[src/rtl/factor_witness_gen.sv]
// Trial-division factor search: finds f1 <= f2 with f1*f2 == a using a restoring divider (requires W == 2*FW).
// Define FACTOR_WITNESS_ALL_EN to enumerate every factor pair followed by a found=0/last=1 terminator beat.
module factor_witness_gen #(
   parameter int W  = 10,
   parameter int FW = 5
) (
   input  logic          clk,
   input  logic          rst,
   input  logic          in_valid,
   output logic          in_ready,
   input  logic [W-1:0]  a,
   output logic          out_valid,
   input  logic          out_ready,
   output logic          found,
   output logic [FW-1:0] i1,
   output logic [FW-1:0] i2,
   output logic          last
);

   localparam int CW = $clog2(W + 1);
   localparam int DW = FW + 1;
   localparam int RW = FW + 2;
   localparam int SW = W + 1;
   localparam logic [DW-1:0] D_MAX    = {1'b0, {FW{1'b1}}};
   localparam logic [CW-1:0] CNT_LOAD = CW'(W);

`ifdef FACTOR_WITNESS_ALL_EN
   localparam bit ALL_EN = 1'b1;
`else
   localparam bit ALL_EN = 1'b0;
`endif

   typedef enum logic [2:0] {
      S_IDLE,
      S_INIT,
      S_DIV,
      S_TEST,
      S_RESP
   } state_t;

   state_t          state_q, state_d;
   logic [W-1:0]    a_q, a_d;
   logic [DW-1:0]   d_q, d_d;
   logic [SW-1:0]   sq_q, sq_d;
   logic [RW-1:0]   rem_q, rem_d;
   logic [W-1:0]    quo_q, quo_d;
   logic [CW-1:0]   cnt_q, cnt_d;
   logic            found_q, found_d;
   logic [FW-1:0]   i1_q, i1_d;
   logic [FW-1:0]   i2_q, i2_d;
   logic            last_q, last_d;

   logic [RW-1:0]   rem_sh;
   logic [RW-1:0]   rem_step;
   logic [W-1:0]    quo_step;
   logic [SW-1:0]   sq_inc;

   // One restoring division step; the remainder never exceeds 2*d-1, so RW bits suffice.
   always_comb begin
      rem_sh   = {rem_q[RW-2:0], quo_q[W-1]};
      quo_step = {quo_q[W-2:0], 1'b0};
      rem_step = rem_sh;
      if (rem_sh >= {1'b0, d_q}) begin
         rem_step    = rem_sh - {1'b0, d_q};
         quo_step[0] = 1'b1;
      end
   end

   // (d+1)^2 = d^2 + 2d + 1 keeps the square without a multiplier.
   assign sq_inc = sq_q + {{(SW - DW - 1){1'b0}}, d_q, 1'b1};

   always_comb begin
      state_d = state_q;
      a_d     = a_q;
      d_d     = d_q;
      sq_d    = sq_q;
      rem_d   = rem_q;
      quo_d   = quo_q;
      cnt_d   = cnt_q;
      found_d = found_q;
      i1_d    = i1_q;
      i2_d    = i2_q;
      last_d  = last_q;

      unique case (state_q)
         S_IDLE: begin
            if (in_valid) begin
               a_d     = a;
               state_d = S_INIT;
            end
         end
         S_INIT: begin
            d_d     = DW'(2);
            sq_d    = SW'(4);
            rem_d   = '0;
            quo_d   = a_q;
            cnt_d   = CNT_LOAD;
            state_d = S_DIV;
         end
         S_DIV: begin
            rem_d = rem_step;
            quo_d = quo_step;
            cnt_d = cnt_q - CW'(1);
            if (cnt_q == CW'(1)) begin
               state_d = S_TEST;
            end
         end
         S_TEST: begin
            if (sq_q > {1'b0, a_q} || d_q > D_MAX) begin
               found_d = 1'b0;
               i1_d    = '0;
               i2_d    = '0;
               last_d  = 1'b1;
               state_d = S_RESP;
            end else if (rem_q == '0 && quo_q[W-1:FW] == '0) begin
               found_d = 1'b1;
               i1_d    = d_q[FW-1:0];
               i2_d    = quo_q[FW-1:0];
               last_d  = !ALL_EN;
               state_d = S_RESP;
            end else begin
               d_d     = d_q + DW'(1);
               sq_d    = sq_inc;
               rem_d   = '0;
               quo_d   = a_q;
               cnt_d   = CNT_LOAD;
               state_d = S_DIV;
            end
         end
         S_RESP: begin
            if (out_ready) begin
               // A non-final pair resumes the search at the next candidate.
               if (ALL_EN && !last_q) begin
                  d_d     = d_q + DW'(1);
                  sq_d    = sq_inc;
                  rem_d   = '0;
                  quo_d   = a_q;
                  cnt_d   = CNT_LOAD;
                  state_d = S_DIV;
               end else begin
                  state_d = S_IDLE;
               end
            end
         end
         default: state_d = S_IDLE;
      endcase
   end

   always_ff @(posedge clk) begin
      if (rst) begin
         state_q <= S_IDLE;
         a_q     <= '0;
         d_q     <= '0;
         sq_q    <= '0;
         rem_q   <= '0;
         quo_q   <= '0;
         cnt_q   <= '0;
         found_q <= 1'b0;
         i1_q    <= '0;
         i2_q    <= '0;
         last_q  <= 1'b0;
      end else begin
         state_q <= state_d;
         a_q     <= a_d;
         d_q     <= d_d;
         sq_q    <= sq_d;
         rem_q   <= rem_d;
         quo_q   <= quo_d;
         cnt_q   <= cnt_d;
         found_q <= found_d;
         i1_q    <= i1_d;
         i2_q    <= i2_d;
         last_q  <= last_d;
      end
   end

   assign in_ready  = (state_q == S_IDLE);
   assign out_valid = (state_q == S_RESP);
   assign found     = found_q;
   assign i1        = i1_q;
   assign i2        = i2_q;
   assign last      = last_q;

endmodule

[config.mk]
export PLATFORM = sky130hd
export DESIGN_NAME = factor_witness_gen
export DESIGN_NICKNAME = d
export VERILOG_FILES = /design/src/rtl/factor_witness_gen.sv
export SDC_FILE = /design/constraint.sdc
export NUM_CORES = 1
export LEC_CHECK = 0
export CORE_ASPECT_RATIO = 1.75
export CORE_MARGIN = 5
export CORE_UTILIZATION = 58
export DETAILED_ROUTE_END_ITERATION = 16
export PLACE_DENSITY = 0.77
export SYNTH_ARGS = -nofsm -noshare
export SYNTH_HDL_FRONTEND = slang
export SYNTH_SLANG_ARGS = --single-unit
export TNS_END_PERCENT = 20
[constraint.sdc]
create_clock -name clk -period 3.38 [get_ports clk]
set_clock_uncertainty 0.15 [all_clocks]
set_input_delay 0.338 -clock clk [delete_from_list [all_inputs] [get_ports clk]]
set_output_delay 0.338 -clock clk [all_outputs]
set_load 0.005 [all_outputs]
== Word-level counts from Yosys, hierarchy flattened ==
Cells that the tools add are included.

* Register bits: 63
* Output and inout bits: 14

* Equal/unequal tests: 10
* Mux-type cells: 30
* $lt $le $gt $ge: 3
* Reduce and logical (&&, ||, !) cells: 13
* Add/sub/neg operators: 4

{| class="wikitable"
|+ Operator list
! cell !! count
|-
| one-hot mux 10 bit (3 select lines) || 1
|-
| two-way mux 11 bit || 2
|-
| one-hot mux 11 bit (2 select lines) || 1
|-
| two-way mux 7 bit || 3
|-
| one-hot mux 7 bit (3 select lines) || 1
|-
| two-way mux 10 bit || 2
|-
| two-way mux 5 bit || 4
|-
| two-way mux 3 bit || 5
|-
| one-hot mux 3 bit (5 select lines) || 1
|-
| two-way mux 6 bit || 2
|-
| one-hot mux 4 bit (3 select lines) || 1
|-
| one-hot mux 6 bit (2 select lines) || 1
|-
| adder 11 x 7 -> 11 bit || 1
|-
| greater-than comparator 11 x 10 -> 1 bit || 1
|-
| AND reduction 3 bit || 3
|-
| two-way mux 4 bit || 2
|-
| inequality test 2 bit (second input constant) || 4
|-
| greater-or-equal comparator 7 x 6 -> 1 bit || 1
|-
| logical NOT 7 bit || 1
|-
| subtractor 7 x 6 -> 7 bit || 1
|-
| adder 6 x 1 -> 6 bit (second input constant) || 1
|-
| equality test 3 x 2 -> 1 bit (second input constant) || 2
|-
| greater-than comparator 6 x 5 -> 1 bit (second input constant) || 1
|-
| logical NOT 5 bit || 1
|-
| other kinds (12) || 17
|}

== Depth between registers and ports, before layout ==
Gate-level depths: netlist (run 1).

* Depth after elaboration: 5
* Gate-level depth with buffers: 9
* Mapped depth without buffers: 9

== Worst setup path after synthesis (run 1) ==
OpenSTA, ideal clock, no wires.

* Path type: register to register
* Start point: reg d_q[1]
* End point: reg rem_q[6]
* Path buffers: 0
* Setup time: 0.122 ns
* Path slack: 0.928 ns
* Stages on the path, launching flop included: 9
* Data arrival time: 2.180 ns
* Path through: dfxtp_1 > inv_1 > ha_1 > nor2b_1 > o31a_1 > o31a_1 > nor2_1 > nor3_1 > a221o_1

* Longest elaborated chain between the ends: 4
* Elaborated cells on any way between the ends: 8
* Classes of those cells: 1 x add/sub; 2 x order compare; 1 x eq/ne; 2 x mux; 2 x reduce/logical

{| class="wikitable"
|+ Ends and longest elaborated chain
! item !! RTL line !! source
|-
| start: declaration || 43 || <nowiki>logic [DW-1:0] d_q, d_d;</nowiki>
|-
| start signal: assignment || 153 || <nowiki>d_q <= '0;</nowiki>
|-
| start signal: assignment || 165 || <nowiki>d_q <= d_d;</nowiki>
|-
| branches (longest 4 deep; another with subtractor 7 x 6 -> 7 bit) || - ||
|-
| end signal: assignment || 167 || <nowiki>rem_q <= rem_d;</nowiki>
|-
| end: declaration || 45 || <nowiki>logic [RW-1:0] rem_q, rem_d;</nowiki>
|}

Parallel ways; which one is timed is not known.
A chain may end at the register's enable or synchronous reset.

== Final worst setup path (run 1) ==
* Start point: reg a_q[9]
* End point: reg sq_q[9]

* Longest elaborated chain between the ends: 4

{| class="wikitable"
|+ Ends and longest elaborated chain
! item !! RTL line !! source
|-
| start: declaration || 42 || <nowiki>logic [W-1:0] a_q, a_d;</nowiki>
|-
| start signal: assignment || 152 || <nowiki>a_q <= '0;</nowiki>
|-
| start signal: assignment || 164 || <nowiki>a_q <= a_d;</nowiki>
|-
| greater-than comparator 11 x 10 -> 1 bit || 109 || <nowiki>if (sq_q > {1'b0, a_q} || d_q > D_MAX) begin</nowiki>
|-
| logical OR 1 bit || 109 ||
|-
| inequality test 2 bit (no line) || - ||
|-
| AND reduction 3 bit (no line) || - ||
|-
| end signal: assignment || 166 || <nowiki>sq_q <= sq_d;</nowiki>
|-
| end: declaration || 44 || <nowiki>logic [SW-1:0] sq_q, sq_d;</nowiki>
|}

No other way between the ends.

==> results, run 1 <==
- The number of maximum-capacitance violations is 0.
- The kind of start point of the critical path is a register.
- In this run the biggest area consumer among cell types represents 36.1% of the synthesized area.
- The via count of the routed design is 3214.
- The buffer levels on the longest clock path is 2.
- VDD sags by at most 0.331 mV.
- The all-layer global routing usage is 25.0%.
- The gate count of the mapped netlist is 411.
- In the post-synthesis netlist, the biggest area contributors are sky130_fd_sc_hd__dfxtp_1, sky130_fd_sc_hd__ha_1, sky130_fd_sc_hd__a21oi_1, sky130_fd_sc_hd__nor2_1, sky130_fd_sc_hd__nand2_1.
- The class of the tightest hold or removal check is reg -> reg.
- The worst setup path is of the reg -> reg kind.
- Detailed placement ended at an HPWL of 6.61 mm.
- At the pin with the least slew margin, the transition time is 1.00 ns.
- The synthesized design spends more area on one cell type than any other, namely sky130_fd_sc_hd__dfxtp_1.
- The number of placed I/O pins is 28.
- The worst setup path is captured at a register.
- The cell area power density is 631 nW/µm².
- The H-tree generated during clock tree synthesis spans 3 levels.
- After detailed routing, the number of vias per cell comes to 6.13.
- Counting flops with a built-in enable in the synthesized netlist gives 0.
- The final hold violation count came to 0.
- In this run the tightest slew margin relative to its limit is 33.1%.
- The max-slew violation total from the final report was 0.
- The maximum number of pins on one net before global-route repair is 44.
- The first global-routing pass estimated 14.7 mm of wire.
- The DRC violation total after the first TritonRoute iteration is 232.
- After routing the design area is 4080 µm².
- The count of buffers from port buffering is 27.
- Yosys mapped the design onto 58 distinct sky130hd cell types.
- The analysis attributes to cell leakage a power of 1.59 nW.
- The total iterations of the first detailed-routing run is 5.
- The most common library cell in the layout ignoring fill and taps is sky130_fd_sc_hd__dfxtp_1.
- The TritonCTS clock tree is yes.
- The instance count after placement with tap cells included is 508.
- The net count of the finished layout is 482.
- The arrival time at the worst endpoint is 2.97 ns.
- The share of synthesized registers carrying an async set or reset is 0%.
- The antenna diode instance count is 0.
- The tightest hold path in the finished design has a slack of 0.334 ns.
- Sequential cells were found to cover 36.1% of the synthesized design area.
- Buffers inserted to repair hold after CTS numbered 0.
- The clock latency on the worst-skew pair is 0.36 ns.
- The post-route netlist has 8.52% of its cells at a drive strength greater than 1.
- The tree is rooted in a sky130_fd_sc_hd__clkbuf_8.
- The worst setup slack before clock tree synthesis is 0.622 ns.
- The number of warnings reported in the yosys synthesis log is 0.
- In this run the post-CTS setup repair buffer count came out at 0.
- The synthesized netlist occupies a cell area of 3500 µm².
- Dividing the detail-routed wire length by the instance count gives 17.1 µm.
- At the end of routability-driven placement, the weighted congestion stood at 0.827.
- Static timing analysis puts the maximum clock frequency at 352 MHz.
- The clock slew seen by the registers of the worst setup and hold paths is 0.07 ns.
- Once layout is complete, the cells apart from fillers number 524.
- The area growth from synthesis to layout is 16.7%.
- The post-route clock period utilization is 84.0%.
- The final number of setup-violating endpoints is 0.
- The number of global-route vias before repair was 3107.
- The synthesized net count is 452.
- Across all setup checks in the final design, the least slack found is 0.542 ns.
- The floorplan die area is 7740 µm².
- For this configuration, the core starts out at a cell density of 59.5%.
- In this run the remaining antenna-violating nets after routing total 0.
- The region available for standard cell placement spans 5880 µm².
- The synthesis-stage register bit count is 63.
- Of all nets on the critical path, the largest fanout is 17.
- In the layout the commonest cells are sky130_fd_sc_hd__dfxtp_1, sky130_fd_sc_hd__nor2_1, sky130_fd_sc_hd__nand2_1.
- Cells fill 69.4% of the core in the end.
- STA puts the critical path data required time at 3.51 ns.
- The number of buffers inserted during clock tree synthesis is 9.
- The accumulated negative setup slack is 0 ns.
- CTS saw 63 sinks.
- In this run the mean area of a mapped cell was 8.51 µm².
- The total routed wirelength is 8.94 mm.
- The run finished with clean final reports.
- The die is 113 µm tall.
- The residual DRC count is 0.
- The initial antenna violation count is 0.
- After clock tree synthesis, the repair step resized 0 gates.
- The smallest clock period supported by the final layout is computed as 2.84 ns.
- Total power for the finished layout comes to 2.57 mW.
- After global routing the overflow that remains totals 0.
- The floorplan has 37 rows.
- Among all flip-flop cells after synthesis, the most frequent one is sky130_fd_sc_hd__dfxtp_1.
- Setup repair after global routing left no endpoint under its margin.
- The floorplan step set the die width to 68.7 µm.
- The placed instances occupy a cell area of 3860 µm².
[metal layers]
layer / vias to the layer above / GRT usage (%) / wire [µm]
met5: - / 0 / 0
met2: 92 / 41.7 / 4730
met4: 0 / 13.5 / 349
met1: 1539 / 28.8 / 3510
li1: 1557 / - / -
met3: 26 / 5.36 / 349
[logic make-up after synthesis]
logic type      Yosys count  share of synthesized area (%)
compound gates          126                           25.6
xor+xnor                  7                           1.75
fa+ha+maj                27                           10.1
buf+inv                  41                           4.51
flops                    63                           36.1
mux                      13                           4.01
simple gates            134                           18.0
[final timing paths]
check	end	from	slack (ns)	cells past startpoint
worst min register to register	i1[2]$_SDFFE_PP0P_	i1[2]$_SDFFE_PP0P_	0.33	1
worst max register to register	sq_q[9]$_SDFFE_PP0P_	a_q[9]$_SDFFE_PP0P_	0.54	7
worst min-delay path	i1[2]$_SDFFE_PP0P_	i1[2]$_SDFFE_PP0P_	0.33	1
worst max-delay path	sq_q[9]$_SDFFE_PP0P_	a_q[9]$_SDFFE_PP0P_	0.54	7
[worst max-delay path, cell delays in order (launching register included)]
cell and delay [ns]:
sky130_fd_sc_hd__dfxtp_1 0.38, sky130_fd_sc_hd__inv_1 0.06, sky130_fd_sc_hd__ha_1 0.34, sky130_fd_sc_hd__nand4b_1 0.18, sky130_fd_sc_hd__o31ai_2 0.54, sky130_fd_sc_hd__o311ai_2 0.36, sky130_fd_sc_hd__or4_1 0.60, sky130_fd_sc_hd__a21oi_1 0.15
[flip-flops by register name (all words and copies together), names as in the netlist]
signal	flops
a_q	10
cnt_q	4
d_q	6
found	1
i1	5
i2	5
last	1
quo_q	10
rem_q	7
sq_q	11
state_q	3
[power breakdown]
| group | switching [mW] | total, mW | internal [mW] |
|---|---|---|---|
| registers | 0.103 | 0.918 | 0.815 |
| logic | 0.545 | 0.905 | 0.359 |
| clock network | 0.297 | 0.752 | 0.455 |
| total | 0.945 | 2.57 | 1.63 |
[cell usage after synthesis (3+ instances only)]
cell type,n
sky130_fd_sc_hd__o2bb2ai_1,3
sky130_fd_sc_hd__xnor2_1,6
sky130_fd_sc_hd__a21o_1,5
sky130_fd_sc_hd__ha_1,25
sky130_fd_sc_hd__nor3_1,9
sky130_fd_sc_hd__clkbuf_1,11
sky130_fd_sc_hd__nor4_1,5
sky130_fd_sc_hd__nor2_1,42
sky130_fd_sc_hd__a31oi_1,4
sky130_fd_sc_hd__buf_2,3
sky130_fd_sc_hd__a211oi_1,3
sky130_fd_sc_hd__inv_1,25
sky130_fd_sc_hd__nand2b_1,4
sky130_fd_sc_hd__nor2b_1,4
sky130_fd_sc_hd__o21ai_1,5
sky130_fd_sc_hd__mux2_2,8
sky130_fd_sc_hd__nand3_1,11
sky130_fd_sc_hd__o21a_1,6
sky130_fd_sc_hd__o21ai_0,10
sky130_fd_sc_hd__nand2_1,39
sky130_fd_sc_hd__a221oi_1,11
sky130_fd_sc_hd__a22o_1,11
sky130_fd_sc_hd__a22oi_1,8
sky130_fd_sc_hd__nand3b_1,3
sky130_fd_sc_hd__a21oi_1,37
sky130_fd_sc_hd__dfxtp_1,63
sky130_fd_sc_hd__or3_1,6
sky130_fd_sc_hd__mux2i_1,5
sky130_fd_sc_hd__nand4_1,3
[layout make-up]
type	instances	area [µm²]
Sequential cell	63	1260
Inverter	26	97.6
Fill cell	502	1800
Clock buffer	13	159
Multi-Input combinational cell	307	2080
Tap cell	78	97.6
Clock inverter	3	65.1
Timing Repair Buffer	34	323
Note: power is estimated with default switching activity, not from simulation.
==> run 2: changes to the inputs <==
==> constraint.sdc (replaced) <==
create_clock -name clk -period 2.9 [get_ports clk]
set_clock_uncertainty 0.15 [all_clocks]
set_input_delay 0.29 -clock clk [delete_from_list [all_inputs] [get_ports clk]]
set_output_delay 0.29 -clock clk [all_outputs]
set_load 0.005 [all_outputs]
==> run 2 against run 1 <==
Net effect: highest routed layer unchanged; register-to-register slack worse by 0.40 ns; clock-buffer cell count down 2; global-route usage up 1.6 points.
==> results, run 2 (synthesized netlist as in run 1, its figures left out) <==
- The instance count after placement with tap cells included is 513 (+0.98%).
- The fmax is 363 MHz (+2.9%).
- The length of routed met2 wiring is 4.83 mm (+2.1%).
- The average vias per placed instance is 6.02 (-1.9%).
- The worst slew slack as a fraction of its limit is 50.1% (+17 points).
- The maximum level of the CTS H-tree is 3 (unchanged).
- The residual DRC count is 0 (unchanged).
- The buffers inserted during post-CTS setup optimization is 0 (unchanged).
- The DRC violation total after the first TritonRoute iteration is 258 (+11%).
- The detailed router used layers up to and including met4.
- The clock sink total is 63 (unchanged).
- The number of buffers inserted during clock tree synthesis was 9 (unchanged).
- The placer congestion estimate came to 0.872 (+5.4%).
- The post-DP HPWL was 6.77 mm (+2.4%).
- The total iterations of the first detailed-routing run was 5 (unchanged).
- The TritonCTS clock tree is yes.
- The register with the most flip-flops is sq_q.
- The combinational cell fraction of total power is 37.1% (+2.0 points).
- The final-stage net count is 487 (+1.0%).
- The total power is 2.96 mW (+15%).
- The initial antenna violation count is 0 (unchanged).
- The buffer levels on the longest clock path is 2 (unchanged).
- The worst hold slack across all endpoints is 0.324 ns (-0.0102 ns).
- The clock root buffer is sky130_fd_sc_hd__clkbuf_8.
- The accumulated negative setup slack is 0 ns (unchanged).
- The initial cell density of the core is 59.5% (unchanged).
- The number of placed I/O pins is 28 (unchanged).
- The minimum period implied by the final worst setup slack is 2.76 ns (-0.0807 ns).
- The number of placement rows is 37 (unchanged).
- The number of flip-flops under the largest register name came to 11 (unchanged).
- The clock latency on the worst-skew pair is 0.36 ns (about the same).
- The cell area power density was 720 nW/µm² (+14%).
- The floorplan die area is 7740 µm² (unchanged).
- The die outline height is 113 µm (unchanged).
- The fraction of layout instances using a drive strength above 1 is 9.98% (+1.5 points).
- The worst setup slack before clock tree synthesis is 0.245 ns (-0.377 ns).
- The met3 wire length is 412 µm (+18%).
- The all-layer global routing usage is 26.6% (+1.6 points).
- The kind of capture point of the worst setup path is a register.
- The data required time of the worst path is 3.00 ns (-0.51 ns).
- The clock slew seen by the registers of the worst setup and hold paths is 0.07 ns (about the same).
- The switching share of power came to 38.3% (+1.6 points).
- The arrival time at the worst endpoint is 2.86 ns (-0.11 ns).
- The overall overflow remaining after global route came to 0 (unchanged).
- The register share of total power came to 35.7% (about the same).
- The area growth from synthesis to layout is 17.6%.
- The kind of start point of the critical path is a register.
- The standard cell core area is 5880 µm² (unchanged).
- The routed metal-1 wirelength is 3.63 mm (+3.3%).
- The total routed wirelength is 9.21 mm (+2.9%).
- In the final layout, the registers with the most flip-flops are sq_q x11, a_q x10, quo_q x10.
- The internal portion of total power came to 1.83 mW (+12%).
- The via count of the routed design is 3184 (-0.93%).
- The final hold violation count is 0 (unchanged).
- The number of global-route vias before repair came to 3177 (+2.3%).
- The net switching power figure is 1.13 mW (+20%).
- The count of buffers from port buffering is 27 (unchanged).
- The max-slew violation total from the final report is 0 (unchanged).
- The post-layout instance count excluding filler cells is 529 (+0.95%).
- The critical path is of the reg -> reg type.
- The setup slack of the worst register-to-register path was 0.14 ns (-0.40 ns).
- The wire length of the first global-routing pass came to 15.6 mm (+6.2%).
- The reported leakage power came to 1.61 nW (+1.2%).
- The post-route clock period utilization is 95.1% (+11 points).
- The clock group share of total power was 27.2% (-2.0 points).
- The number of maximum-capacitance violations is 0 (unchanged).
- The routed wire length per instance was 17.4 µm (+2.0%).
- The final setup slack of the worst path was 0.142 ns (-0.399 ns).
- The antenna diode instance count is 0 (unchanged).
- The maximum number of pins on one net before global-route repair was 44 (unchanged).
- The maximum fanout encountered on the critical timing path is 8 (-9).
- The top cell types in the final layout, fill and taps aside, are sky130_fd_sc_hd__dfxtp_1, sky130_fd_sc_hd__nor2_1, sky130_fd_sc_hd__nand2_1.
- The most common library cell in the layout ignoring fill and taps is sky130_fd_sc_hd__dfxtp_1.
- The pin slew with the least headroom to its limit is 0.748 ns (-0.254 ns).
- The min-delay analysis places its worst path in the category in -> reg.
- The final number of setup-violating endpoints came to 0 (unchanged).
- The run finished with clean final reports.
- The maximum vdd ir drop was 0.478 mV (+45%).
- The horizontal die dimension is 68.7 µm (unchanged).
- The remaining antenna violation count after routing is 0 (unchanged).
[run 2: cell type report]
class	instances	area, µm²
timing repair buffer	39	360
clock buffer	11	151
inverter	26	97.6
sequential	63	1260
fill	498	1770
tap	78	97.6
clock inverter	5	56.3
multi-input combinational	307	2090
[run 2: worst max-delay path, stage by stage, from the launching register on]
cell and delay (ns):
sky130_fd_sc_hd__dfxtp_1 0.40, sky130_fd_sc_hd__inv_1 0.09, sky130_fd_sc_hd__ha_1 0.32, sky130_fd_sc_hd__nand4b_1 0.21, sky130_fd_sc_hd__nand3_1 0.22, sky130_fd_sc_hd__o31ai_4 0.13
sky130_fd_sc_hd__o21ai_1 0.54, sky130_fd_sc_hd__a21oi_2 0.16, sky130_fd_sc_hd__buf_4 0.20, sky130_fd_sc_hd__a22o_1 0.23
[run 2: power by group through the flow]
stage / clock network (mW) / registers (mW) / logic, mW
floorplan: 0 / 1.03 / 0.784
global placement: 0 / 1.07 / 1.04
detailed placement: 0 / 1.07 / 1.07
CTS: 0.818 / 1.05 / 1.08
global route: 0.860 / 1.07 / 1.22
finish: 0.805 / 1.06 / 1.10
[run 2: metrics by stage]
stage                     area, µm²  util, %
after floorplan                3500        -
after global placement         3890     66.2
after detailed placement       3890     66.2
after CTS                      4100     69.8
after global routing           4110     69.9
final                          4110     69.9
[run 2: final timing paths]
check,startpoint,endpoint,cells past startpoint
max,a_q[8]$_SDFFE_PP0P_,i1[2]$_SDFFE_PP0P_,9
min,a[7],a_q[7]$_SDFFE_PP0P_,3
max reg2reg,a_q[8]$_SDFFE_PP0P_,i1[2]$_SDFFE_PP0P_,9
min reg2reg,i1[4]$_SDFFE_PP0P_,i1[4]$_SDFFE_PP0P_,1
[run 2: per-layer routing]
layer,vias to the layer above,GRT usage (%)
met5,-,0
met4,0,14.1
met3,27,6.45
met2,80,44.3
met1,1504,30.3
li1,1573,-
[run 2: what timing repair did]
action | CTS | global route
hold buffers | 0 | 0
gates resized for setup | 0 | 1
endpoints found under the setup margin | 0 | 6
